==> config.mk <==
export PLATFORM = sky130hd
export DESIGN_NAME = char_pixel_renderer
export DESIGN_NICKNAME = d
export VERILOG_FILES = /design/src/rtl/char_pixel_renderer.sv
export SDC_FILE = /design/constraint.sdc
export NUM_CORES = 1
export LEC_CHECK = 0
export BUFFER_PORTS_ARGS = -buffer_cell sky130_fd_sc_hd__buf_2
export CORE_UTILIZATION = 49
export CTS_BUF_LIST = sky130_fd_sc_hd__clkbuf_8
export DETAILED_ROUTE_END_ITERATION = 12
export PLACE_DENSITY = 0.65
export SLEW_MARGIN = 20
export SYNTH_ARGS = -nofsm -noshare
export SYNTH_HDL_FRONTEND = slang
export SYNTH_SLANG_ARGS = --single-unit
==> constraint.sdc <==
create_clock -name vgaclk -period 5.4 [get_ports vgaclk]
set_clock_uncertainty 0.1 [all_clocks]
set_input_delay 0.27 -clock vgaclk [delete_from_list [all_inputs] [get_ports vgaclk]]
set_output_delay 0.27 -clock vgaclk [all_outputs]
set_load 0.005 [all_outputs]
==> src/rtl/char_pixel_renderer.sv <==
// rtl/char_pixel_renderer.sv - scaled 8x8 hex glyph renderer behind the VGA/LCD timing generator
// Optional frame border: define CHAR_PIXEL_RENDERER_BORDER_EN.
module char_pixel_renderer #(
    parameter int          SCALE_LOG2 = 4,
    parameter int          X0         = 176,
    parameter int          Y0         = 72,
    parameter logic [23:0] FG_COLOR   = 24'hFFFFFF,
    parameter logic [23:0] BG_COLOR   = 24'h000000
) (
    input  logic       vgaclk,
    input  logic       rst,
    input  logic       hsync_in,
    input  logic       vsync_in,
    input  logic       hden,
    input  logic       vden,
    input  logic       clk3Hz,
    input  logic       start,
    output logic       hsync_out,
    output logic       vsync_out,
    output logic       de_out,
    output logic [7:0] r,
    output logic [7:0] g,
    output logic [7:0] b,
    output logic [3:0] glyph_idx
);
    localparam int         BOX   = 8 << SCALE_LOG2;
    localparam logic [8:0] X_MAX = 9'd479;
    localparam logic [8:0] Y_MAX = 9'd271;
    // One 64-bit word per digit; top row in the most significant byte, bit 7 of a row is leftmost.
    localparam logic [63:0] FONT [16] = '{
        64'h3C666E7666663C00, 64'h1838181818187E00, 64'h3C66060C30607E00, 64'h3C66061C06663C00,
        64'h0C1C3C6C7E0C0C00, 64'h7E607C0606663C00, 64'h3C607C6666663C00, 64'h7E060C1830303000,
        64'h3C66663C66663C00, 64'h3C66663E060C3800, 64'h183C66667E666600, 64'h7C66667C66667C00,
        64'h3C66606060663C00, 64'h786C6666666C7800, 64'h7E60607C60607E00, 64'h7E60607C60606000
    };

    logic       hden_q, vden_q, clk3_q, live_q;
    logic       pending_q, pending_d, synced_q, synced_d;
    logic [8:0] x_q, x_d, y_q, y_d;
    logic [3:0] glyph_q, glyph_d;
    logic       de, hfall, vrise, vfall, c3_rise;

    logic        de1_q, hs1_q, vs1_q, show1_q, box1_q;
    logic [7:0]  row1_q;
    logic [2:0]  col1_q;
    logic [3:0]  glyph1_q, glyph2_q;
    logic        de2_q, hs2_q, vs2_q;
    logic [23:0] rgb_q, rgb_d;
`ifdef CHAR_PIXEL_RENDERER_BORDER_EN
    logic        border1_q, border_s1;
`endif

    logic        in_box;
    logic [9:0]  x_rel, y_rel;
    logic [2:0]  col_s1, row_s1;
    logic [63:0] font_bits;
    logic [7:0]  font_row;

    assign de      = hden & vden;
    assign hfall   = hden_q & ~hden;
    // live_q masks the first cycle after reset so a frame already in progress is not taken as a frame start.
    assign vrise   = vden & ~vden_q & live_q;
    assign vfall   = vden_q & ~vden;
    assign c3_rise = clk3Hz & ~clk3_q;

    always_comb begin
        x_d = x_q;
        if (de) x_d = (x_q == X_MAX) ? X_MAX : x_q + 9'd1;
        else if (hfall) x_d = '0;

        y_d = y_q;
        if (vfall) y_d = '0;
        else if (hfall && vden && y_q != Y_MAX) y_d = y_q + 9'd1;

        glyph_d   = glyph_q;
        pending_d = pending_q;
        if (start) begin
            glyph_d   = '0;
            pending_d = 1'b0;
        end else if (vrise) begin
            if (pending_q) glyph_d = glyph_q + 4'd1;
            pending_d = c3_rise;
        end else if (c3_rise) begin
            pending_d = 1'b1;
        end

        synced_d = synced_q | vrise;
    end

    always_comb begin
        in_box    = (int'(x_q) >= X0) && (int'(x_q) < X0 + BOX) &&
                    (int'(y_q) >= Y0) && (int'(y_q) < Y0 + BOX);
        x_rel     = {1'b0, x_q} - 10'(X0);
        y_rel     = {1'b0, y_q} - 10'(Y0);
        col_s1    = 3'(x_rel >> SCALE_LOG2);
        row_s1    = 3'(y_rel >> SCALE_LOG2);
        font_bits = FONT[glyph_q];
        font_row  = font_bits[{~row_s1, 3'b000} +: 8];
`ifdef CHAR_PIXEL_RENDERER_BORDER_EN
        border_s1 = (x_q == '0) || (x_q == X_MAX) || (y_q == '0) || (y_q == Y_MAX);
`endif
    end

    always_comb begin
        rgb_d = '0;
        if (de1_q && show1_q) begin
            rgb_d = BG_COLOR;
`ifdef CHAR_PIXEL_RENDERER_BORDER_EN
            if (border1_q) rgb_d = 24'hFFFFFF;
            else
`endif
            if (box1_q && row1_q[~col1_q]) rgb_d = FG_COLOR;
        end
    end

    always_ff @(posedge vgaclk or posedge rst) begin
        if (rst) begin
            hden_q <= 1'b0; vden_q <= 1'b0; clk3_q <= 1'b0; live_q <= 1'b0;
            pending_q <= 1'b0; synced_q <= 1'b0;
            x_q <= '0; y_q <= '0; glyph_q <= '0;
            de1_q <= 1'b0; hs1_q <= 1'b0; vs1_q <= 1'b0; show1_q <= 1'b0; box1_q <= 1'b0;
            row1_q <= '0; col1_q <= '0; glyph1_q <= '0;
            de2_q <= 1'b0; hs2_q <= 1'b0; vs2_q <= 1'b0; rgb_q <= '0; glyph2_q <= '0;
`ifdef CHAR_PIXEL_RENDERER_BORDER_EN
            border1_q <= 1'b0;
`endif
        end else begin
            hden_q <= hden; vden_q <= vden; clk3_q <= clk3Hz; live_q <= 1'b1;
            pending_q <= pending_d; synced_q <= synced_d;
            x_q <= x_d; y_q <= y_d; glyph_q <= glyph_d;
            de1_q <= de; hs1_q <= hsync_in; vs1_q <= vsync_in;
            show1_q <= synced_q & ~start;
            box1_q <= in_box; row1_q <= font_row; col1_q <= col_s1; glyph1_q <= glyph_q;
            de2_q <= de1_q; hs2_q <= hs1_q; vs2_q <= vs1_q; rgb_q <= rgb_d; glyph2_q <= glyph1_q;
`ifdef CHAR_PIXEL_RENDERER_BORDER_EN
            border1_q <= border_s1;
`endif
        end
    end

    assign hsync_out = hs2_q;
    assign vsync_out = vs2_q;
    assign de_out    = de2_q;
    assign r         = rgb_q[23:16];
    assign g         = rgb_q[15:8];
    assign b         = rgb_q[7:0];
    assign glyph_idx = glyph2_q;
endmodule

==> flow_metrics.py, run 1 <==
metrics = {
    "pwr": {
        "p_leak_nw": 1.609,
        "sw_frac_of_total_pct": 23.07,
        "pwr-share-clk_pct": 36.1,
        "p_int_w": 0.0005717,
        "p_switching_w": 0.0001714,
        "pwr-share-comb_pct": 6.8,
        "peakVddDrop_uv": 144.5,
        "pwr-share-seq_pct": 57.1,
        "power_w": 0.0007431,
        "powerDensity_mw_per_mm2": 203.5,
    },
    "global_routing": {
        "grt_pass1_vias": 2405,
        "track_usage_pct": 20.46,
        "grt_pass1_wl_um": 11850,
        "grt_start_max_net_pins": 55,
        "grt-ovfl-total": 0,
        "antenna_found_initial": 0,
    },
    "worst_setup_path": {
        "crit_path_start_kind": "register",
        "worstPathRequired_ns": 5.47,
        "r2r_slack_ns": 2.62,
        "cp_max_fo": 15,
        "crit-reg2reg-launch": "glyph_q[0]$_DFFE_PP0P_",
        "r2r_end": "row1_q[6]$_DFF_PP0_",
        "worstSetupPathType": "reg2reg",
        "crit_path_end_kind": "register",
        "ff2ff_path_depth": 7,
        "critPathArrivalTime_ns": 2.85,
    },
    "layout": {
        "nNetsFinal": 411,
        "final_util_pct": 53.76,
        "stdcell_area_mm2": 0.003652,
        "final_layout_size_suffix_gt1_share_pct": 16.71,
        "diodes": 0,
        "synthToLayoutAreaGrowth_pct": 5.455,
    },
    "sta": {
        "tns_ns": 0,
        "worst_pin_slew_ns": 0.9036,
        "maxSlewViolCount": 0,
        "finalHoldViolations": 0,
        "maxSlewHeadroom_pct": 39.56,
        "finalCritPeriodShare_pct": 51.46,
        "hold_slack_ns": 0.01006,
        "fin_crit_ns": 2.779,
        "fmax_ghz": 0.3599,
        "finalSetupViolCount": 0,
        "rsz0062_at_grt": "false",
    },
    "logic_synthesis": {
        "yosysUniqueCellTypes": 64,
        "syn_avg_cell_area_um2": 9.019,
        "synth-main-ff-cell": "dfrtp_1",
        "ys_async_sr_fraction_pct": 100.0,
        "synth-warning-count": 0,
        "ys_ff_latch": 54,
        "synth_seq_area_share_pct": 39.02,
        "synth-edff-count": 0,
        "syn_nets": 406,
        "syn_area_mm2": 0.003463,
        "syn_inst": 384,
    },
    "clocking": {
        "clock_latency_ns": 0.31,
        "clock_path_buffers": 2,
        "numCtsBuffers": 5,
        "path_clk_slew_ns": 0.10,
        "clkSinkCount": 54,
        "cts_tree": "built",
        "cts-root-buf": "clkbuf_8",
        "cts-htree-levels": 2,
    },
    "floorplanning": {
        "die_area_mm2": 0.007408,
        "die_h_um": 86.07,
        "start_util_pct": 50.98,
        "core-area_mm2": 0.006794,
        "ios": 39,
        "rows": 30,
        "fp.dieW_um": 86.07,
    },
    "drt": {
        "wl_um": 7165,
        "ant_nets": 0,
        "avgViaCountPerCell": 5.699,
        "vias": 2764,
        "drt-initial-drc-count": 257,
        "wl_per_cell_um": 14.77,
        "drcViolationCount": 0,
        "drtPass1Iterations": 5,
    },
    "placed_design": {
        "dp_hpwl_um": 4743,
        "port_buffers": 38,
        "placed_area_mm2": 0.003503,
        "globalplace.congestion": 0.8727,
    },
    "job": {
        "drv_cap": 0,
    },
    "hold_path": {
        "hold_class": "in2async",
    },
    "outcome": {
        "status": "finished clean",
    },
}
-- how the worst max path moves through the flow --
stage                                 startpoint  depth (start not counted)                  end
after detailed placement  glyph_q[0]$_DFFE_PP0P_                          7  row1_q[6]$_DFF_PP0_
after global routing      glyph_q[0]$_DFFE_PP0P_                          7  row1_q[6]$_DFF_PP0_
final                     glyph_q[0]$_DFFE_PP0P_                          7  row1_q[6]$_DFF_PP0_
after CTS                 glyph_q[0]$_DFFE_PP0P_                          7  row1_q[6]$_DFF_PP0_
after global placement    glyph_q[0]$_DFFE_PP0P_                          7  row1_q[6]$_DFF_PP0_
after floorplan           glyph_q[0]$_DFFE_PP0P_                          8  row1_q[1]$_DFF_PP0_
-- registers in the layout, indices dropped and copies added, names as in the netlist, 3 cells and up --
register,cells
glyph1_q,4
glyph_idx,4
row1_q,6
glyph_q,4
x_q,9
y_q,9
col1_q,3
-- layout by cell type (no fill, tap or decap), types with 4 or more instances in the layout --
cell            n
clkbuf_8        5
nor2b_1        10
nor3_1          7
xor2_1          5
buf_2          38
and3_1          6
mux2i_1         5
nand3_1        10
nand2_1        27
a31oi_1         8
o221ai_1        4
inv_1          18
nor2_1         27
dfrtp_1        54
o2111ai_1       6
o21ai_0        30
a21oi_1        28
nor3b_1         4
xnor2_1         8
o211ai_1        5
ha_1           14
nand2b_1        6
dlygate4sd3_1   4
nand4_1         5
-- critical path, cell delays in order, from the launching register on --
cell and delay [ns]:
dfrtp_1 0.64, inv_1 0.26, ha_1 0.51, or3b_2 0.56, nand2_1 0.12, o32ai_1 0.09, o221ai_1 0.23, o21ai_0 0.15
-- cell families after synthesis --
| logic type | count (synthesis) | synth area share, % |
|---|---|---|
| buffers and inverters | 66 | 10.40 |
| multiplexers | 7 | 2.204 |
| AO/OA/AOI/OAI | 106 | 19.83 |
| other | 1 | 0.1083 |
| flip-flops | 54 | 39.02 |
| XOR/XNOR | 16 | 5.022 |
| adder cells (fa/ha/maj) | 14 | 5.058 |
| AND/OR/NAND/NOR | 120 | 18.35 |
-- repair_timing --
item | 4_1_cts | 5_1_grt
hold endpoints to repair | 4 | 0
setup buffers | 0 | 0
hold buffers | 4 | 0
gates resized for setup | 0 | 0
-- final cells by class --
| class | instances | area [µm²] |
|---|---|---|
| tap | 96 | 120.1 |
| clock inverter | 2 | 38.79 |
| multi-input combinational | 264 | 1752 |
| sequential | 54 | 1351 |
| clock buffer | 5 | 68.82 |
| inverter | 20 | 76.32 |
| fill | 631 | 3142 |
| timing repair buffer | 44 | 245.2 |
-- per-layer routing --
layer | wire length (µm) | vias to the layer above | GRT usage (%)
met4 | 119 | 0 | 7.424
met2 | 3222 | 131 | 31.53
met1 | 3253 | 1284 | 28.90
met3 | 569 | 12 | 3.657
li1 | - | 1337 | -
met5 | 0 | - | 0
-- power by group through the flow --
stage          registers [W]  logic [W]  clock network, W
5_1_grt             0.000426  0.0000606          0.000289
6_report            0.000424  0.0000503          0.000269
4_1_cts             0.000424  0.0000509          0.000277
2_1_floorplan       0.000430  0.0000349                 0
3_5_place_dp        0.000432  0.0000485                 0
3_3_place_gp        0.000432  0.0000478                 0
-- per-stage QoR --
stage          instances  setup slack (ns)
6_report             485             2.621
5_1_grt              485             2.477
4_1_cts              485             2.666
3_5_place_dp         474             2.691
3_3_place_gp         474             2.679
2_1_floorplan        384             2.931
-- cells in the mapped netlist (5+ instances only) --
library cell	n	share of area, %
o2111ai_1	6	1.5
inv_1	19	2.1
ha_1	14	5.1
dfrtp_1	54	39
xor2_1	5	1.3
o21ai_0	30	4.3
clkbuf_1	8	0.87
nand2_1	27	2.9
mux2i_1	5	1.4
buf_2	12	1.7
buf_4	24	5.2
nand2b_1	6	1.1
nand4_1	5	0.90
nor3_1	7	1.0
o211ai_1	5	1.1
a21oi_1	28	4.0
nor2b_1	10	1.8
and3_1	6	1.1
a31oi_1	8	1.4
xnor2_1	8	2.0
nor2_1	27	2.9
nand3_1	10	1.4
No activity file was read; power rests on OpenSTA's default activity.
==> inputs of run 2 (changes only) <==
--- a/config.mk
+++ b/config.mk
@@ -9,7 +9,7 @@
 export CORE_UTILIZATION = 49
 export CTS_BUF_LIST = sky130_fd_sc_hd__clkbuf_8
 export DETAILED_ROUTE_END_ITERATION = 12
-export PLACE_DENSITY = 0.65
+export PLACE_DENSITY = 0.67
 export SLEW_MARGIN = 20
 export SYNTH_ARGS = -nofsm -noshare
 export SYNTH_HDL_FRONTEND = slang
==> constraint.sdc (replaced) <==
create_clock -name vgaclk -period 2.25 [get_ports vgaclk]
set_clock_uncertainty 0.1 [all_clocks]
set_input_delay 0.1125 -clock vgaclk [delete_from_list [all_inputs] [get_ports vgaclk]]
set_output_delay 0.1125 -clock vgaclk [all_outputs]
set_load 0.005 [all_outputs]
==> run 2 against run 1 <==
Sequential cell count did not move. Die area did not move. Critical path depth fell by 1. Combinational power rose to 2.7 times the previous value. Cell area rose by 5.1%. Largest power group unchanged.
==> flow_metrics.py, run 2 (same netlist as run 1, synthesis figures left out) <==
metrics = {
    "outcome": {
        "status": "finished clean",
    },
    "clocking": {
        "clock_path_buffers": 2,
        "cts_tree": "built",
        "ctsHoldBuffers": 7,
        "postCtsSetupRepairBufs": 0,
        "cts-htree-levels": 2,
        "cts_resized": 0,
        "clkSinkCount": 54,
        "numCtsBuffers": 5,
        "clock_latency_ns": 0.31,
        "path_clk_slew_ns": 0.10,
        "cts-root-buf": "clkbuf_8",
    },
    "sta": {
        "finalSetupViolCount": 0,
        "fmax_ghz": 0.4821,
        "rsz0062_at_grt": "false",
        "fin_crit_ns": 2.074,
        "maxSlewHeadroom_pct": 55.73,
        "tns_ns": 0,
        "finalCritPeriodShare_pct": 92.19,
        "hold_slack_ns": 0.2601,
        "worst_pin_slew_ns": 0.6641,
        "finalHoldViolations": 0,
        "maxSlewViolCount": 0,
    },
    "global_routing": {
        "antenna_found_initial": 0,
        "grt_pass1_vias": 2574,
        "grt-ovfl-total": 0,
        "grt_pass1_wl_um": 12840,
        "track_usage_pct": 21.96,
        "grt_start_max_net_pins": 30,
    },
    "drt": {
        "drtPass1Iterations": 4,
        "drcViolationCount": 0,
        "wl_per_cell_um": 15.34,
        "drt-initial-drc-count": 253,
        "dr_wl_met2_um": 3609,
        "ant_nets": 0,
        "wl_met3_um": 523,
        "wl_um": 7775,
        "top_layer_used": "met4",
        "avgViaCountPerCell": 5.702,
        "vias": 2891,
        "wl_met1_um": 3510,
    },
    "hold_path": {
        "hold_class": "reg2reg",
    },
    "pwr": {
        "p_switching_w": 0.0004173,
        "pwr-share-clk_pct": 36.0,
        "power_w": 0.001798,
        "pwr-share-comb_pct": 7.4,
        "sw_frac_of_total_pct": 23.20,
        "peakVddDrop_uv": 365.8,
        "powerDensity_mw_per_mm2": 468.7,
        "p_leak_nw": 1.722,
        "pwr-share-seq_pct": 56.6,
        "p_int_w": 0.001381,
    },
    "worst_setup_path": {
        "critPathMaxStageDelay_ns": 0.39,
        "cp_max_fo": 14,
        "cp.buffers_inverters": 1,
        "critPathArrivalTime_ns": 2.18,
        "cpLargestDelayFamily": "compound AO/OA/AOI/OAI gates",
        "crit_chain": "buf_4, ha_1, nand2b_1, a311oi_2, a211oi_1, o32a_1",
        "slowest_stage": "dfrtp_1",
        "crit_path_end_kind": "register",
        "worstPathRequired_ns": 2.35,
        "crit_path_start_kind": "register",
        "worstSetupPathType": "reg2reg",
    },
    "floorplanning": {
        "ios": 39,
        "fp.dieW_um": 86.07,
        "start_util_pct": 50.98,
        "die_area_mm2": 0.007408,
        "core-area_mm2": 0.006794,
        "rows": 30,
        "die_h_um": 86.07,
    },
    "layout": {
        "layout.cells.most_common": "dfrtp_1",
        "nNetsFinal": 433,
        "diodes": 0,
        "final_cell_mix": "53 x dfrtp_1, 38 x buf_2, 30 x o21ai_0",
        "reg_top3": "x_q x9, y_q x9, row1_q x6",
        "synthToLayoutAreaGrowth_pct": 10.80,
        "final_util_pct": 56.48,
        "final_cells": 507,
        "final_layout_size_suffix_gt1_share_pct": 20.92,
    },
    "placed_design": {
        "port_buffers": 38,
        "dp.cells": 493,
        "dp_hpwl_um": 5484,
        "globalplace.congestion": 0.9419,
    },
    "job": {
        "drv_cap": 0,
    },
}
-- run 2: final cells by class --
cell class / instances / area [µm²]
clock inverters: 2 / 38.79
well taps: 96 / 120.1
inverters: 20 / 75.07
fillers: 624 / 2957
flip-flops and latches: 54 / 1353
multi-input cells: 264 / 1752
clock buffers: 5 / 68.82
repair buffers: 66 / 430.4
-- run 2: final timing paths --
| path | startpoint | to | slack, ns | depth (start not counted) |
|---|---|---|---|---|
| worst min register to register | glyph1_q[1]$_DFF_PP0_ | glyph_idx[1]$_DFF_PP0_ | 0.26 | 0 |
| worst max-delay path | glyph_q[0]$_DFFE_PP0P_ | row1_q[1]$_DFF_PP0_ | 0.18 | 6 |
| worst max register to register | glyph_q[0]$_DFFE_PP0P_ | row1_q[1]$_DFF_PP0_ | 0.18 | 6 |
| min in group asynchronous | rst | hsync_out$_DFF_PP0_ | 0.30 | 3 |
| max in group asynchronous | rst | glyph_q[1]$_DFFE_PP0P_ | 1.17 | 4 |
| worst min-delay path | glyph1_q[1]$_DFF_PP0_ | glyph_idx[1]$_DFF_PP0_ | 0.26 | 0 |
-- run 2: through the flow --
stage	area (µm²)	setup slack, ns
after floorplan	3480	0.01720
after global placement	3660	0.1907
after detailed placement	3660	0.2019
after CTS	3837	0.1827
after global routing	3837	0.04534
final	3837	0.1756
-- run 2: power groups by stage --
stage | Clock [W] | Sequential [W] | Combinational, W
6_report | 0.000647 | 0.00102 | 0.000134
5_1_grt | 0.000694 | 0.00102 | 0.000152
4_1_cts | 0.000665 | 0.00102 | 0.000136
3_5_place_dp | 0 | 0.00104 | 0.000126
2_1_floorplan | 0 | 0.00103 | 0.0000846
3_3_place_gp | 0 | 0.00104 | 0.000123
-- run 2: routing by layer --
metal / vias up / track usage (%)
li1: 1378 / -
met1: 1370 / 31.01
met2: 125 / 35.28
met3: 18 / 3.369
met4: 0 / 5.758
met5: - / 0
==> inputs of run 3 (changes only) <==
--- a/config.mk
+++ b/config.mk
@@ -10,6 +10,7 @@
 export CTS_BUF_LIST = sky130_fd_sc_hd__clkbuf_8
 export DETAILED_ROUTE_END_ITERATION = 12
 export PLACE_DENSITY = 0.67
+export SETUP_SLACK_MARGIN = 0.15
 export SLEW_MARGIN = 20
 export SYNTH_ARGS = -nofsm -noshare
 export SYNTH_HDL_FRONTEND = slang
==> constraint.sdc (replaced) <==
create_clock -name vgaclk -period 1.7 [get_ports vgaclk]
set_clock_uncertainty 0.1 [all_clocks]
set_input_delay 0.085 -clock vgaclk [delete_from_list [all_inputs] [get_ports vgaclk]]
set_output_delay 0.085 -clock vgaclk [all_outputs]
set_load 0.005 [all_outputs]
==> run 3 against run 2 <==
The flow now finishes with violations (negative setup slack). Core utilization rose by 12 points. Clock-buffer cell count rose by 1. Non-clock buffer count rose by 61. Hold slack got worse by 0.19 ns. Routed wire length rose by 21%. Global-route usage rose by 3.9 points. Register-to-register slack got worse by 0.31 ns. Cell area rose by 21%. Via count rose by 11%. Sequential cell count did not move. Largest power group unchanged.
==> flow_metrics.py, run 3 (same netlist as run 1, synthesis figures left out) <==
metrics = {
    "outcome": {
        "status": "complete, but fails checks",
        "violations": "negative setup slack",
    },
    "global_routing": {
        "grt-ovfl-total": 0,
        "grt_pass1_vias": 3008,
        "track_usage_pct": 25.91,
        "antenna_found_initial": 0,
        "grt_start_max_net_pins": 34,
        "grt_pass1_wl_um": 15190,
    },
    "worst_setup_path": {
        "crit_path_start_kind": "register",
        "crit_chain": "inv_8, ha_4, or3b_4, a21oi_2, o21a_1, o21ai_1, o2bb2ai_1",
        "cp_max_fo": 5,
        "worstSetupPathType": "reg2reg",
        "crit_path_end_kind": "register",
        "worstPathRequired_ns": 1.80,
        "slowest_stage": "dfrtp_2",
        "critPathArrivalTime_ns": 1.93,
        "ff2ff_path_depth": 7,
        "critPathMaxStageDelay_ns": 0.47,
    },
    "clocking": {
        "cts-root-buf": "clkbuf_8",
        "clock_path_buffers": 2,
        "numCtsBuffers": 5,
        "cts-htree-levels": 2,
        "cts_tree": "built",
        "clock_latency_ns": 0.32,
        "path_clk_slew_ns": 0.09,
        "clkSinkCount": 54,
    },
    "floorplanning": {
        "die_area_mm2": 0.007408,
        "die_h_um": 86.07,
        "start_util_pct": 50.98,
        "ios": 39,
        "rows": 30,
        "core-area_mm2": 0.006794,
        "fp.dieW_um": 86.07,
    },
    "sta": {
        "worst_pin_slew_ns": 0.4993,
        "fmax_ghz": 0.5463,
        "rsz0062_at_grt": "true",
        "maxSlewViolCount": 0,
        "layout_setup_ws_ns": -0.1304,
        "maxSlewHeadroom_pct": 66.67,
        "finalSetupViolCount": 11,
        "fin_crit_ns": 1.830,
        "tns_ns": -0.6964,
        "finalHoldViolations": 0,
        "finalCritPeriodShare_pct": 107.7,
    },
    "drt": {
        "wl_per_cell_um": 16.52,
        "vias": 3199,
        "ant_nets": 0,
        "wl_um": 9398,
        "drcViolationCount": 0,
        "avgViaCountPerCell": 5.622,
        "drt-initial-drc-count": 246,
        "drtPass1Iterations": 5,
    },
    "layout": {
        "reg_top3": "x_q x9, y_q x9, row1_q x6",
        "nFillCells": 493,
        "final_layout_size_suffix_gt1_share_pct": 42.28,
        "layout.cells.most_common": "buf_4",
        "diodes": 0,
        "nNetsFinal": 494,
        "synthToLayoutAreaGrowth_pct": 33.92,
        "final_cell_mix": "71 x buf_4, 46 x dfrtp_1, 38 x buf_2",
    },
    "pwr": {
        "power_w": 0.002501,
        "p_leak_nw": 2.069,
        "powerDensity_mw_per_mm2": 539.3,
        "peakVddDrop_uv": 464.9,
    },
    "placed_design": {
        "port_buffers": 38,
        "globalplace.congestion": 0.9269,
        "pre_cts_slack_ns": -0.2273,
        "dp_hpwl_um": 6205,
    },
    "job": {
        "drv_cap": 0,
    },
    "hold_path": {
        "hold_class": "in2reg",
        "holdPathStages": 3,
    },
}
==> run 3: critical path: cells and delay by family (launching register included) <==
| kind | cells | cell delay, ns |
|---|---|---|
| AND/OR/NAND/NOR | 1 | 0.42 |
| flip-flops | 1 | 0.47 |
| adder cells (fa/ha/maj) | 1 | 0.22 |
| AO/OA/AOI/OAI | 4 | 0.43 |
| buffers and inverters | 1 | 0.08 |
==> run 3: worst paths after layout <==
path,start,end,slack (ns)
max in group asynchronous,rst,x_q[4]$_DFFE_PP0P_,0.69
worst min-delay path,vden,synced_q$_DFF_PP0_,0.07
worst max-delay path,glyph_q[0]$_DFFE_PP0P_,row1_q[5]$_DFF_PP0_,-0.13
min in group asynchronous,rst,vsync_out$_DFF_PP0_,0.25
worst min register to register,glyph1_q[3]$_DFF_PP0_,glyph_idx[3]$_DFF_PP0_,0.26
worst max register to register,glyph_q[0]$_DFFE_PP0P_,row1_q[5]$_DFF_PP0_,-0.13
==> run 3: cell type report <==
class / instances / area [µm²] / area share (%)
timing repair buffer: 127 / 934.6 / 20.15
clock inverter: 2 / 33.78 / 0.7284
tap: 96 / 120.1 / 2.590
sequential: 54 / 1361 / 29.35
inverter: 20 / 85.08 / 1.834
clock buffer: 6 / 82.58 / 1.780
multi-input combinational: 264 / 2021 / 43.57
==> run 3: routing by layer <==
| metal | wire length, µm | track usage [%] | up-vias |
|---|---|---|---|
| met4 | 124 | 4.242 | 0 |
| met3 | 432 | 3.754 | 14 |
| met2 | 4445 | 42.50 | 123 |
| met1 | 4395 | 37.01 | 1561 |
| li1 | - | - | 1501 |
| met5 | 0 | 0 | - |
==> run 3: metrics by stage <==
step | util [%] | hold slack (ns) | cells | cell area [µm²]
floorplan | - | 0.01643 | 384 | 3553
global placement | 59.41 | 0.01980 | 534 | 4036
detailed placement | 59.41 | 0.03914 | 534 | 4036
CTS | 65.49 | 0.05204 | 558 | 4449
global route | 68.27 | 0.07154 | 569 | 4638
finish | 68.27 | 0.07331 | 569 | 4638
==> run 3: repair_timing <==
action | 4_1_cts | 5_1_grt
pin swaps | 21 | 12
buffers inserted | 9 | 11
hold buffers | 7 | 0
resized for setup | 42 | 31
setup endpoints to repair | 22 | 25
endpoints found under the hold margin | 32 | 0
==> run 3: report_power, final <==
| group | total, W | switching, W | internal [W] | leakage (nW) |
|---|---|---|---|---|
| Combinational | 0.000254 | 0.000136 | 0.000119 | 1.33 |
| Clock | 0.000902 | 0.000427 | 0.000475 | 0.0626 |
| Sequential | 0.00134 | 0.0000243 | 0.00132 | 0.672 |
| Total | 0.00250 | 0.000587 | 0.00191 | 2.07 |
